--- src/rtl/gcd_pkg.sv ---
// Shared types and constants for the GCD engine.
// Also provides the worst-case step bound used to size timeouts.
package gcd_pkg;

   localparam int GCD_WIDTH_DEFAULT = 16;

   typedef enum logic [0:0] {
      IDLE = 1'b0,
      CALC = 1'b1
   } gcd_state_e;

   // Subtractive mode can take 2^width-1 steps; Stein's mode is linear in width.
   function automatic longint gcd_max_steps(input int width, input bit binary_en);
      if (binary_en) begin
         return longint'(4 * width);
      end
      return (longint'(1) << width) - longint'(1);
   endfunction

endpackage

--- src/rtl/gcd_step.sv ---
// One combinational GCD iteration: next operands plus termination flag and result.
// GCD_ENGINE_BINARY_EN selects Stein's algorithm with a common-factor-of-two count k.
module gcd_step
   import gcd_pkg::*;
#(
   parameter int WIDTH = GCD_WIDTH_DEFAULT,
   parameter int KW    = $clog2(WIDTH) + 1
) (
   input  logic [WIDTH-1:0] a_i,
   input  logic [WIDTH-1:0] b_i,
`ifdef GCD_ENGINE_BINARY_EN
   input  logic [KW-1:0]    k_i,
   output logic [KW-1:0]    k_o,
`endif
   output logic [WIDTH-1:0] a_o,
   output logic [WIDTH-1:0] b_o,
   output logic [WIDTH-1:0] res_o,
   output logic             term_o
);

   assign term_o = (a_i == '0) || (b_i == '0);

`ifdef GCD_ENGINE_BINARY_EN
   assign res_o = (a_i | b_i) << k_i;

   always_comb begin
      a_o = a_i;
      b_o = b_i;
      k_o = k_i;
      if (!a_i[0] && !b_i[0]) begin
         a_o = a_i >> 1;
         b_o = b_i >> 1;
         k_o = k_i + KW'(1);
      end else if (!a_i[0]) begin
         a_o = a_i >> 1;
      end else if (!b_i[0]) begin
         b_o = b_i >> 1;
      end else if (a_i >= b_i) begin
         a_o = a_i - b_i;
      end else begin
         b_o = b_i - a_i;
      end
   end
`else
   assign res_o = a_i | b_i;

   always_comb begin
      a_o = a_i;
      b_o = b_i;
      if (a_i >= b_i) begin
         a_o = a_i - b_i;
      end else begin
         b_o = b_i - a_i;
      end
   end
`endif

endmodule

--- src/rtl/gcd_engine.sv ---
// Iterative GCD engine with ready/start/done handshake, zero flag and step count.
// Define GCD_ENGINE_BINARY_EN to build the Stein's-algorithm datapath.
module gcd_engine
   import gcd_pkg::*;
#(
   parameter int WIDTH = GCD_WIDTH_DEFAULT
) (
   input  logic             clk,
   input  logic             rst,
   input  logic             start,
   input  logic [WIDTH-1:0] a,
   input  logic [WIDTH-1:0] b,
   output logic             ready,
   output logic             done,
   output logic [WIDTH-1:0] gcd,
   output logic             zero_in,
   output logic [WIDTH-1:0] iters,
   output gcd_state_e       state_dbg
);

   // Handshake: a request is taken on any rising edge where start=1 and ready=1;
   // done pulses for exactly one cycle, and gcd/zero_in/iters hold until the next accept.

   localparam int KW = $clog2(WIDTH) + 1;

   gcd_state_e       state_q, state_d;
   logic [WIDTH-1:0] a_q, a_d, b_q, b_d;
   logic [WIDTH-1:0] gcd_q, gcd_d, iters_q, iters_d;
   logic             zero_q, zero_d, done_q, done_d;
   logic [WIDTH-1:0] a_nxt, b_nxt, res;
   logic             term;

`ifdef GCD_ENGINE_BINARY_EN
   logic [KW-1:0]    k_q, k_d, k_nxt;
`endif

   gcd_step #(
      .WIDTH (WIDTH),
      .KW    (KW)
   ) u_step (
      .a_i    (a_q),
      .b_i    (b_q),
`ifdef GCD_ENGINE_BINARY_EN
      .k_i    (k_q),
      .k_o    (k_nxt),
`endif
      .a_o    (a_nxt),
      .b_o    (b_nxt),
      .res_o  (res),
      .term_o (term)
   );

   always_comb begin
      state_d = state_q;
      a_d     = a_q;
      b_d     = b_q;
      gcd_d   = gcd_q;
      iters_d = iters_q;
      zero_d  = zero_q;
      done_d  = 1'b0;
`ifdef GCD_ENGINE_BINARY_EN
      k_d     = k_q;
`endif
      case (state_q)
         IDLE: begin
            if (start) begin
               a_d     = a;
               b_d     = b;
               gcd_d   = '0;
               iters_d = '0;
               zero_d  = 1'b0;
`ifdef GCD_ENGINE_BINARY_EN
               k_d     = '0;
`endif
               state_d = CALC;
            end
         end
         CALC: begin
            // Termination is tested before stepping so a zero operand costs no step.
            if (term) begin
               gcd_d   = res;
               zero_d  = (a_q == '0) && (b_q == '0);
               done_d  = 1'b1;
               state_d = IDLE;
            end else begin
               a_d     = a_nxt;
               b_d     = b_nxt;
               iters_d = iters_q + WIDTH'(1);
`ifdef GCD_ENGINE_BINARY_EN
               k_d     = k_nxt;
`endif
            end
         end
         default: state_d = IDLE;
      endcase
   end

   always_ff @(posedge clk) begin
      if (rst) begin
         state_q <= IDLE;
         a_q     <= '0;
         b_q     <= '0;
         gcd_q   <= '0;
         iters_q <= '0;
         zero_q  <= 1'b0;
         done_q  <= 1'b0;
`ifdef GCD_ENGINE_BINARY_EN
         k_q     <= '0;
`endif
      end else begin
         state_q <= state_d;
         a_q     <= a_d;
         b_q     <= b_d;
         gcd_q   <= gcd_d;
         iters_q <= iters_d;
         zero_q  <= zero_d;
         done_q  <= done_d;
`ifdef GCD_ENGINE_BINARY_EN
         k_q     <= k_d;
`endif
      end
   end

   assign ready     = (state_q == IDLE);
   assign done      = done_q;
   assign gcd       = gcd_q;
   assign zero_in   = zero_q;
   assign iters     = iters_q;
   assign state_dbg = state_q;

endmodule

--- config.mk ---
export PLATFORM = sky130hd
export DESIGN_NAME = gcd_engine
export DESIGN_NICKNAME = d
export VERILOG_FILES = /design/src/rtl/gcd_pkg.sv /design/src/rtl/gcd_step.sv /design/src/rtl/gcd_engine.sv
export SDC_FILE = /design/constraint.sdc
export NUM_CORES = 1
export LEC_CHECK = 0
export BUFFER_PORTS_ARGS = -buffer_cell sky130_fd_sc_hd__buf_2
export CORE_AREA = 2 2 114 116
export DETAILED_ROUTE_END_ITERATION = 6
export DIE_AREA = 0 0 116 118
export PLACE_DENSITY = 0.61
export RECOVER_POWER = 25
export SETUP_SLACK_MARGIN = 0.4
export SLEW_MARGIN = 15
export SYNTH_ARGS = -nofsm -noshare
export SYNTH_HDL_FRONTEND = slang
export SYNTH_HIERARCHICAL = 1
export SYNTH_SLANG_ARGS = --single-unit
--- constraint.sdc ---
create_clock -name clk -period 7.7 [get_ports clk]
set_input_delay 1.54 -clock clk [delete_from_list [all_inputs] [get_ports clk]]
set_output_delay 1.54 -clock clk [all_outputs]
set_load 0.005 [all_outputs]
==> flow_summary.json, run 1 <==
{
  "hold_violations": 0,
  "setup_violations": 0,
  "ys_ff_latch": 67,
  "combPwrFrac": 0.534,
  "power_frac_seq": 0.242,
  "cts.sinks": 67,
  "synth_area_sq_um": 5512,
  "holdBufCountCts": 0,
  "rsz0062_at_grt": "no",
  "multi_input_area_sq_um": 3737,
  "vias_per_cell": 5.701,
  "layout_common_cells": "68 x nor2_1, 67 x dfxtp_1, 64 x inv_1, 58 x mux2i_1, 58 x buf_2",
  "synth_top_area_cell": "dfxtp_1",
  "diodes": 0,
  "ios": 71,
  "synthArstFlopShare": 0,
  "grt_pass1_wl_mm": 25.99,
  "power.leakage_uw": 0.002601,
  "area_growth_pct": 11.78,
  "synthDistinctLibCells": 73,
  "start_util": 0.4440,
  "numPortBuffers": 70,
  "min_to": "zero_in",
  "period_minus_slack_ns": 3.963,
  "post_cts_resized": 0,
  "grt_pass1_vias": 4951,
  "cts_buffer_depth": 2,
  "max_freq_mhz": 252.4,
  "r2r_start": "a_q[3]",
  "seq_area_sq_um": 1341,
  "die_x_um": 116,
  "cts_setup_buffers": 0,
  "core_area_sq_um": 12410,
  "synth_area_leaders": "dfxtp_1 24%, ha_1 11%, mux2i_1 11%, a211oi_1 5.6%, nor2_1 4.6%",
  "p_int_uw": 1020,
  "p_total_uw": 1767,
  "drc": 0,
  "ys.warnings.count": 6,
  "netlist_instances": 656,
  "synth_top_area_frac": 0.2434,
  "worstReg2RegEnd": "a_q[0]",
  "netSwitchingPower_uw": 747.4,
  "placed_area_sq_um": 5896,
  "max_slew.worst_pin.slew_ns": 2.454,
  "finClkSkew_ns": 0.005481,
  "ant_nets": 0,
  "vdd_drop_max_uv": 108.1,
  "worstPathMaxFanout": 20,
  "fin_crit_sh": 0.5146,
  "overflow": 0,
  "clockRootBuffer": "clkbuf_16",
  "pwr-share-clk": 0.223,
  "synthFlopType": "dfxtp_1",
  "die_h_um": 118,
  "wl_per_cell_um": 18.07,
  "hold_start": "zero_in",
  "ys_seq_area_frac": 0.2434,
  "reg2reg_depth": 10,
  "drt_iter0_drc": 371,
  "synth_nets": 741,
  "slew_headroom": -0.6357,
  "r2r_setup_slack_ns": 3.74,
  "place_inst": 864,
  "cts_buffers": 9,
  "core.rowCount": 41,
  "maxCapViolations": 1,
  "antenna_found_initial": 0,
  "dpl.hpwl_mm": 12.08,
  "fin_tns_setup_ns": 0,
  "cts_tree": "done",
  "required_ns": 7.80,
  "finalMaxSlewViolations": 51,
  "p_per_area_nw_per_um2": 286.8,
  "grtUsageTotal": 0.2420,
  "arrival_ns": 4.06,
  "status": "finished, violations left",
  "final_common_cell": "nor2_1",
  "drive_gt1_frac": 0.1471,
  "violations": "capacitance limit, slew limit",
  "cp-start-kind": "register",
  "hold_depth": 1,
  "hp-class": "register to register",
  "endpoint_kind": "register",
  "grt_max_degree": 65,
  "routed_wl_mm": 15.89,
  "synth_edf_count": 0,
  "dr.pass1.iters": 5,
  "vias": 5011,
  "h-tree-depth": 3,
  "clk_pin_slew_ns": 0.05,
  "gp_congestion": 0.9503,
  "crit_type": "register to register",
  "syn_avg_cell_area_sq_um": 8.402,
  "final_cell_area_sq_um": 6161,
  "nets": 788,
  "swShare": 0.4229,
  "fin_cells": 879,
  "nFillCells": 1266,
  "insertion_delay_ns": 0.34,
  "dieArea_sq_um": 13690
}
[cells by family after synthesis]
kind of cell | count (synthesis) | share of synthesized area
muxes | 71 | 0.1326
xor gates and xnor gates | 24 | 0.03814
adders and majority gates | 50 | 0.1162
and+or+nand+nor | 186 | 0.1789
AOI/OAI and AO/OA | 158 | 0.2114
DFF | 67 | 0.2434
buffers and inverters | 100 | 0.07945
[final cells by class]
class | instances | share of cell area
clock buffer | 12 | 0.03838
timing repair buffer | 72 | 0.05686
tap | 172 | 0.03493
clock inverter | 3 | 0.006499
multi-input combinational | 489 | 0.6066
inverter | 64 | 0.03899
sequential | 67 | 0.2177
[synthesized netlist by cell type, types with 2 or more instances]
library cell  number
o22ai_1            2
o311ai_0           3
buf_1              2
dfxtp_1           67
clkbuf_1          12
fa_1               2
inv_1             64
a2111o_1           3
xnor2_1           18
or3_1              2
or2_2              9
or4_1              4
nor4_1            25
o21ai_0           16
buf_2             11
mux2i_1           58
o31ai_1            7
buf_6              2
nor3b_1            5
nand4_1            5
xor2_1             6
buf_4              9
a211oi_1          41
nand2_1           19
nand3_2            2
nand3_1           10
and4_1             5
a2bb2oi_1          2
nor3_1             6
a211o_1            5
o211ai_1          15
a21oi_1           24
o21a_1             3
mux2_1             7
o41ai_1            3
ha_1              48
a22o_1            16
nor2b_1            8
nor2_1            68
mux2_2             5
nor2_2             2
o21ba_2            2
nand2b_1           3
[per-stage QoR]
step                hold WS [ns]    util  worst slack, ns
detailed placement        0.4523  0.4749            3.890
floorplan                 0.4558       -            4.987
global route              0.4940  0.4963            3.549
global placement          0.4486  0.4749            3.917
finish                    0.4629  0.4963            3.737
CTS                       0.4709  0.4972            3.858
[critical path, cell delays in order, from the launching register on]
cell and delay (ns):
dfxtp_1 0.45, inv_1 0.14, ha_1 0.44, or4_1 0.58, a31oi_1 0.40, nor3_2 0.11, o221ai_4 0.53, buf_4 0.45
mux2_2 0.38, mux2i_1 0.14, a211oi_1 0.09
[registers in the layout, indices dropped and copies added, names as in the netlist]
name and count:
a_q 16, b_q 16, done 1, gcd 16, iters 16, state_dbg 1
zero_in 1
[power by group through the flow]
stage / clock [uW] / sequential, uW / combinational (uW)
finish: 395 / 428 / 944
global route: 431 / 434 / 1040
CTS: 407 / 428 / 933
detailed placement: 0 / 435 / 927
global placement: 0 / 434 / 919
floorplan: 0 / 415 / 743
[how the worst max path moves through the flow]
| stage | to | start |
|---|---|---|
| after floorplan | a_q[0] | a_q[3] |
| after global placement | b_q[0] | a_q[2] |
| after detailed placement | a_q[14] | a_q[2] |
| after CTS | a_q[0] | a_q[2] |
| after global routing | gcd[15] | rst |
| final | a_q[0] | a_q[3] |
[layer usage]
metal	part of all wire	wire, um	global-route usage
met1	0.47	7541	0.3239
met5	0	0	0
met3	0.036	569	0.04943
met2	0.46	7295	0.3801
met4	0.030	480	0.09226
(Power assumes the default switching activity.)
==> inputs of run 2 (changes only) <==
--- a/config.mk
+++ b/config.mk
@@ -5,11 +5,12 @@
 export SDC_FILE = /design/constraint.sdc
 export NUM_CORES = 1
 export LEC_CHECK = 0
+export ABC_AREA = 1
 export BUFFER_PORTS_ARGS = -buffer_cell sky130_fd_sc_hd__buf_2
-export CORE_AREA = 2 2 114 116
+export CORE_AREA = 2 2 116 118
 export DETAILED_ROUTE_END_ITERATION = 6
-export DIE_AREA = 0 0 116 118
-export PLACE_DENSITY = 0.61
+export DIE_AREA = 0 0 118 120
+export PLACE_DENSITY = 0.63
 export RECOVER_POWER = 25
 export SETUP_SLACK_MARGIN = 0.4
 export SLEW_MARGIN = 15
==> constraint.sdc (replaced) <==
create_clock -name clk -period 3.3 [get_ports clk]
set_input_delay 0.66 -clock clk [delete_from_list [all_inputs] [get_ports clk]]
set_output_delay 0.66 -clock clk [all_outputs]
set_load 0.005 [all_outputs]
==> run 2 against run 1 <==
Compared with the run above:
- the flow now finishes without violations
- register-to-register slack worse by 3.1 ns
- critical path type unchanged
- critical path depth is 1 higher
- clock skew hardly changed
- highest routed layer unchanged
- cell area is 4.7% higher
- sequential power is 130% higher
- clock power is 150% higher
- largest power group unchanged
==> flow_summary.json, run 2 <==
{
  "multi_input_area_sq_um": 3687,
  "start_util": 0.4382,
  "synth_area_sq_um": 5688,
  "finClkSkew_ns": 0.005159,
  "path_cells": "inv_1 > ha_1 > nor2_2 > inv_1 > o21ai_0 > nand2_1 > nand2_1 > xor2_1 > o21ai_2 > nand2_1 > a31oi_1",
  "path_depth": 11,
  "diodes": 0,
  "gp_congestion": 0.9833,
  "period_minus_slack_ns": 2.653,
  "routed_wl_mm": 17.87,
  "rsz0062_at_grt": "no",
  "hold_violations": 0,
  "synthFlopType": "dfxtp_1",
  "crit_path_frequent_cell": "nand2_1",
  "core_area_sq_um": 12980,
  "nFillCells": 1399,
  "worst-path-buf-inv": 2,
  "vias": 5830,
  "critPathSlowestCell": "o21ai_0",
  "synth_edf_count": 0,
  "nets": 1047,
  "fin_tns_setup_ns": 0,
  "required_ns": 3.49,
  "cp-start-kind": "register",
  "power.leakage_uw": 0.003131,
  "arrival_ns": 2.85,
  "overflow": 0,
  "cts_setup_buffers": 0,
  "fin_cells": 1143,
  "dieArea_sq_um": 14160,
  "synthArstFlopShare": 0,
  "clk_pin_slew_ns": 0.06,
  "synth_top_area_frac": 0.2358,
  "wl_per_cell_um": 15.64,
  "layout_common_cells": "284 x nand2_1, 118 x inv_1, 69 x nor2_1, 67 x dfxtp_1, 66 x buf_2",
  "synth_common_cells": "284 x nand2_1, 118 x inv_1, 69 x nor2_1",
  "dpl.hpwl_mm": 13.89,
  "setup_violations": 0,
  "synth_most_common_cell": "nand2_1",
  "endpoint_kind": "register",
  "vias_per_cell": 5.101,
  "vdd_drop_max_uv": 375.3,
  "clockRootBuffer": "clkbuf_16",
  "die_x_um": 118,
  "dr.pass1.iters": 5,
  "die_h_um": 120,
  "critPathTopFamily": "compound AO/OA/AOI/OAI gates",
  "cts_tree": "done",
  "slowest_delay_ns": 0.47,
  "hold_depth": 2,
  "core.rowCount": 42,
  "holdWs_ns": 0.4807,
  "reg2reg_depth": 11,
  "holdBufCountCts": 0,
  "ys_ff_latch": 67,
  "antenna_found_initial": 0,
  "synth_top_area_cell": "dfxtp_1",
  "grtUsageTotal": 0.2542,
  "final_common_cell": "nand2_1",
  "grt_pass1_wl_mm": 28.30,
  "synth_area_leaders": "dfxtp_1 24%, nand2_1 19%, ha_1 11%, inv_1 7.8%, o21ai_0 4.8%",
  "cts_buffers": 9,
  "syn_avg_cell_area_sq_um": 6.341,
  "finalMaxSlewViolations": 0,
  "h-tree-depth": 3,
  "hp-class": "register to register",
  "drive_gt1_frac": 0.1624,
  "synth_nets": 982,
  "ios": 71,
  "post_cts_resized": 0,
  "slew_headroom": 0.5426,
  "drc": 0,
  "ys_seq_area_frac": 0.2358,
  "synthDistinctLibCells": 44,
  "max_slew.worst_pin.slew_ns": 0.6854,
  "cts_buffer_depth": 2,
  "ys.warnings.count": 6,
  "numPortBuffers": 70,
  "max_freq_mhz": 377.0,
  "insertion_delay_ns": 0.35,
  "worstPathMaxFanout": 5,
  "ant_nets": 0,
  "grt_pass1_vias": 5399,
  "cts.sinks": 67,
  "crit_type": "register to register",
  "area_growth_pct": 13.42,
  "drt_iter0_drc": 461,
  "maxCapViolations": 0,
  "netlist_instances": 897,
  "fin_crit_sh": 0.8038,
  "grt_max_degree": 74,
  "status": "completed",
  "place_inst": 1127,
  "p_per_area_nw_per_um2": 636.2,
  "seq_area_sq_um": 1341
}
[run 2: through the flow]
step                cell area, sq um  setup slack [ns]  power [uW]    util
global route                    6451            0.4508        4388  0.4970
detailed placement              6162            0.6841        3100  0.4747
finish                          6451            0.6473        4105  0.4970
floorplan                       5688             1.148        2581       -
CTS                             6456            0.6537        4085  0.4974
global placement                6162            0.6997        3107  0.4747
[run 2: cell type report]
cell class | count | share of cell area
multi-input combinational | 677 | 0.5716
timing repair buffer | 81 | 0.06633
clock inverter | 6 | 0.01009
sequential | 67 | 0.2079
clock buffer | 10 | 0.03549
inverter | 126 | 0.07448
tap | 176 | 0.03413
[run 2: worst register-to-register path, delay by kind of cell (launching register included)]
family / cells / cell delay [ns]
AOI/OAI and AO/OA: 3 / 0.63
and+or+nand+nor: 4 / 0.50
DFF: 1 / 0.46
adders and majority gates: 1 / 0.42
xor gates and xnor gates: 1 / 0.28
buffers and inverters: 2 / 0.21
[run 2: cells by family after synthesis]
group / share of synthesized area
fa+ha+maj: 0.1126
flops: 0.2358
buf+inv: 0.1159
xor+xnor: 0.02464
compound gates: 0.1621
simple gates: 0.3489
[run 2: where the power goes]
group	internal, uW	total [uW]	switching (uW)	leakage, uW
Clock	586	975	389	0.000143
Sequential	875	972	97.6	0.000548
Combinational	697	2160	1460	0.00244
[run 2: path summary, 6_finish.rpt]
kind	from	endpoint	slack, ns
min reg2reg	gcd[1]	gcd[1]	0.48
max	a_q[2]	b_q[8]	0.65
max reg2reg	a_q[2]	b_q[8]	0.65
min	gcd[1]	gcd[1]	0.48
[run 2: per-layer routing]
metal,track usage,routed length [um],up-vias
li1,-,-,2987
met5,0,0,-
met2,0.4230,8252,197
met4,0.08283,479,0
met3,0.04705,936,34
met1,0.3326,8205,2612
==> inputs of run 3 (changes only) <==
==> constraint.sdc (replaced) <==
create_clock -name clk -period 2.2 [get_ports clk]
set_input_delay 0.44 -clock clk [delete_from_list [all_inputs] [get_ports clk]]
set_output_delay 0.44 -clock clk [all_outputs]
set_load 0.005 [all_outputs]
==> run 3 against run 2 <==
Compared with the run above:
- clock power grew 73%
- critical path depth is 1 higher
- flip-flop and latch count did not move
- combinational power increased by 140%
- clock skew grew 0.0047 ns
- register-to-register slack got worse by 0.57 ns
- core utilization rose by 13 points
- critical endpoint is now b_q[15]
- largest cell class unchanged
==> flow_summary.json, run 3 (same netlist as run 2, synthesis figures left out) <==
{
  "multi_input_area_sq_um": 4319,
  "clockRootBuffer": "clkbuf_16",
  "nets": 1147,
  "hold_violations": 0,
  "diodes": 0,
  "area_growth_pct": 43.27,
  "clk_pin_slew_ns": 0.06,
  "required_ns": 2.46,
  "layout_common_cells": "246 x nand2_1, 92 x inv_1, 90 x buf_4, 66 x buf_2, 61 x nor2_1",
  "finalMaxSlewViolations": 0,
  "max_slew.worst_pin.slew_ns": 0.4346,
  "vdd_drop_max_uv": 580.4,
  "crit_type": "register to register",
  "die_x_um": 118,
  "dp_slack_ns": -0.01757,
  "dr.pass1.iters": 5,
  "vias": 6570,
  "p_total_uw": 8285,
  "status": "completed",
  "ant_nets": 0,
  "arrival_ns": 2.39,
  "cts_buffer_depth": 2,
  "drt_iter0_drc": 502,
  "nFillCells": 1198,
  "rsz0062_at_grt": "yes",
  "endpoint_kind": "register",
  "core.rowCount": 42,
  "overflow": 0,
  "routed_wl_mm": 20.53,
  "antenna_found_initial": 0,
  "holdBufCountCts": 0,
  "vias_per_cell": 5.286,
  "power.leakage_uw": 0.003851,
  "cts.sinks": 67,
  "grt_pass1_vias": 6196,
  "grt_max_degree": 36,
  "grt_pass1_wl_mm": 32.06,
  "final_common_cell": "nand2_1",
  "period_minus_slack_ns": 2.121,
  "dieArea_sq_um": 14160,
  "cts_tree": "done",
  "maxCapViolations": 0,
  "drive_gt1_frac": 0.3796,
  "ios": 71,
  "start_util": 0.4382,
  "fin_crit_sh": 0.9640,
  "p_per_area_nw_per_um2": 1017,
  "fin_util": 0.6278,
  "seq_area_sq_um": 1370,
  "drc": 0,
  "h-tree-depth": 3,
  "holdWs_ns": 0.3515,
  "worstPathMaxFanout": 8,
  "finalWorstSetupSlack_ns": 0.07923,
  "dpl.hpwl_mm": 14.83,
  "core_area_sq_um": 12980,
  "slew_headroom": 0.7072,
  "numPortBuffers": 70,
  "insertion_delay_ns": 0.35,
  "grtUsageTotal": 0.2892,
  "gp_congestion": 0.9851,
  "die_h_um": 120,
  "wl_per_cell_um": 16.52,
  "hp-class": "primary input to register",
  "finClkSkew_ns": 0.009830,
  "cp-start-kind": "register",
  "max_freq_mhz": 471.5,
  "setup_violations": 0,
  "cts_buffers": 9,
  "fin_tns_setup_ns": 0
}
-- run 3: area by class of cell --
cell class,count,area share
timing repair buffer,181,0.1706
tap,176,0.02702
inverter,126,0.06234
clock buffer,10,0.02810
multi-input combinational,677,0.5300
sequential,67,0.1681
clock inverter,6,0.01382
-- run 3: report_power, final --
part | switching, uW | total [uW] | leakage, uW | internal (uW)
clock network | 580 | 1690 | 0.000167 | 1110
logic | 2930 | 5190 | 0.00313 | 2260
registers | 77.7 | 1400 | 0.000555 | 1320
-- run 3: critical path, stage by stage, from the launching register on --
cell and delay (ns):
dfxtp_2 0.37, inv_1 0.09, ha_1 0.41, nor2_1 0.10, nand3_2 0.10, nand3_4 0.11, a21oi_4 0.24, buf_6 0.13
buf_12 0.14, nand3_4 0.07, nand2_2 0.07, nand2_2 0.04, a31oi_1 0.17
-- run 3: timing repair --
item	in CTS	in global routing
pin swaps	47	44
setup buffers	35	13
setup endpoints to repair	63	65
resized for setup	93	73
gates cloned	3	1
-- run 3: metal layers --
layer	up-vias	part of all wire	track usage
met1	2972	0.41	0.3533
met2	308	0.46	0.4720
met3	83	0.071	0.05323
li1	3207	-	-
met4	0	0.064	0.1785
met5	-	0	0
-- run 3: final timing paths --
check | endpoint | cells after the start | from | slack, ns
worst min register to register | gcd[15] | 2 | gcd[15] | 0.48
worst min-delay path | a_q[13] | 3 | a[13] | 0.35
worst max register to register | b_q[15] | 12 | b_q[0] | 0.08
worst max-delay path | b_q[15] | 12 | b_q[0] | 0.08
-- run 3: metrics by stage --
stage	instance area (sq um)	std cells
CTS	7823	1229
finish	8149	1243
global placement	6789	1175
floorplan	5899	897
detailed placement	6789	1175
global route	8149	1243
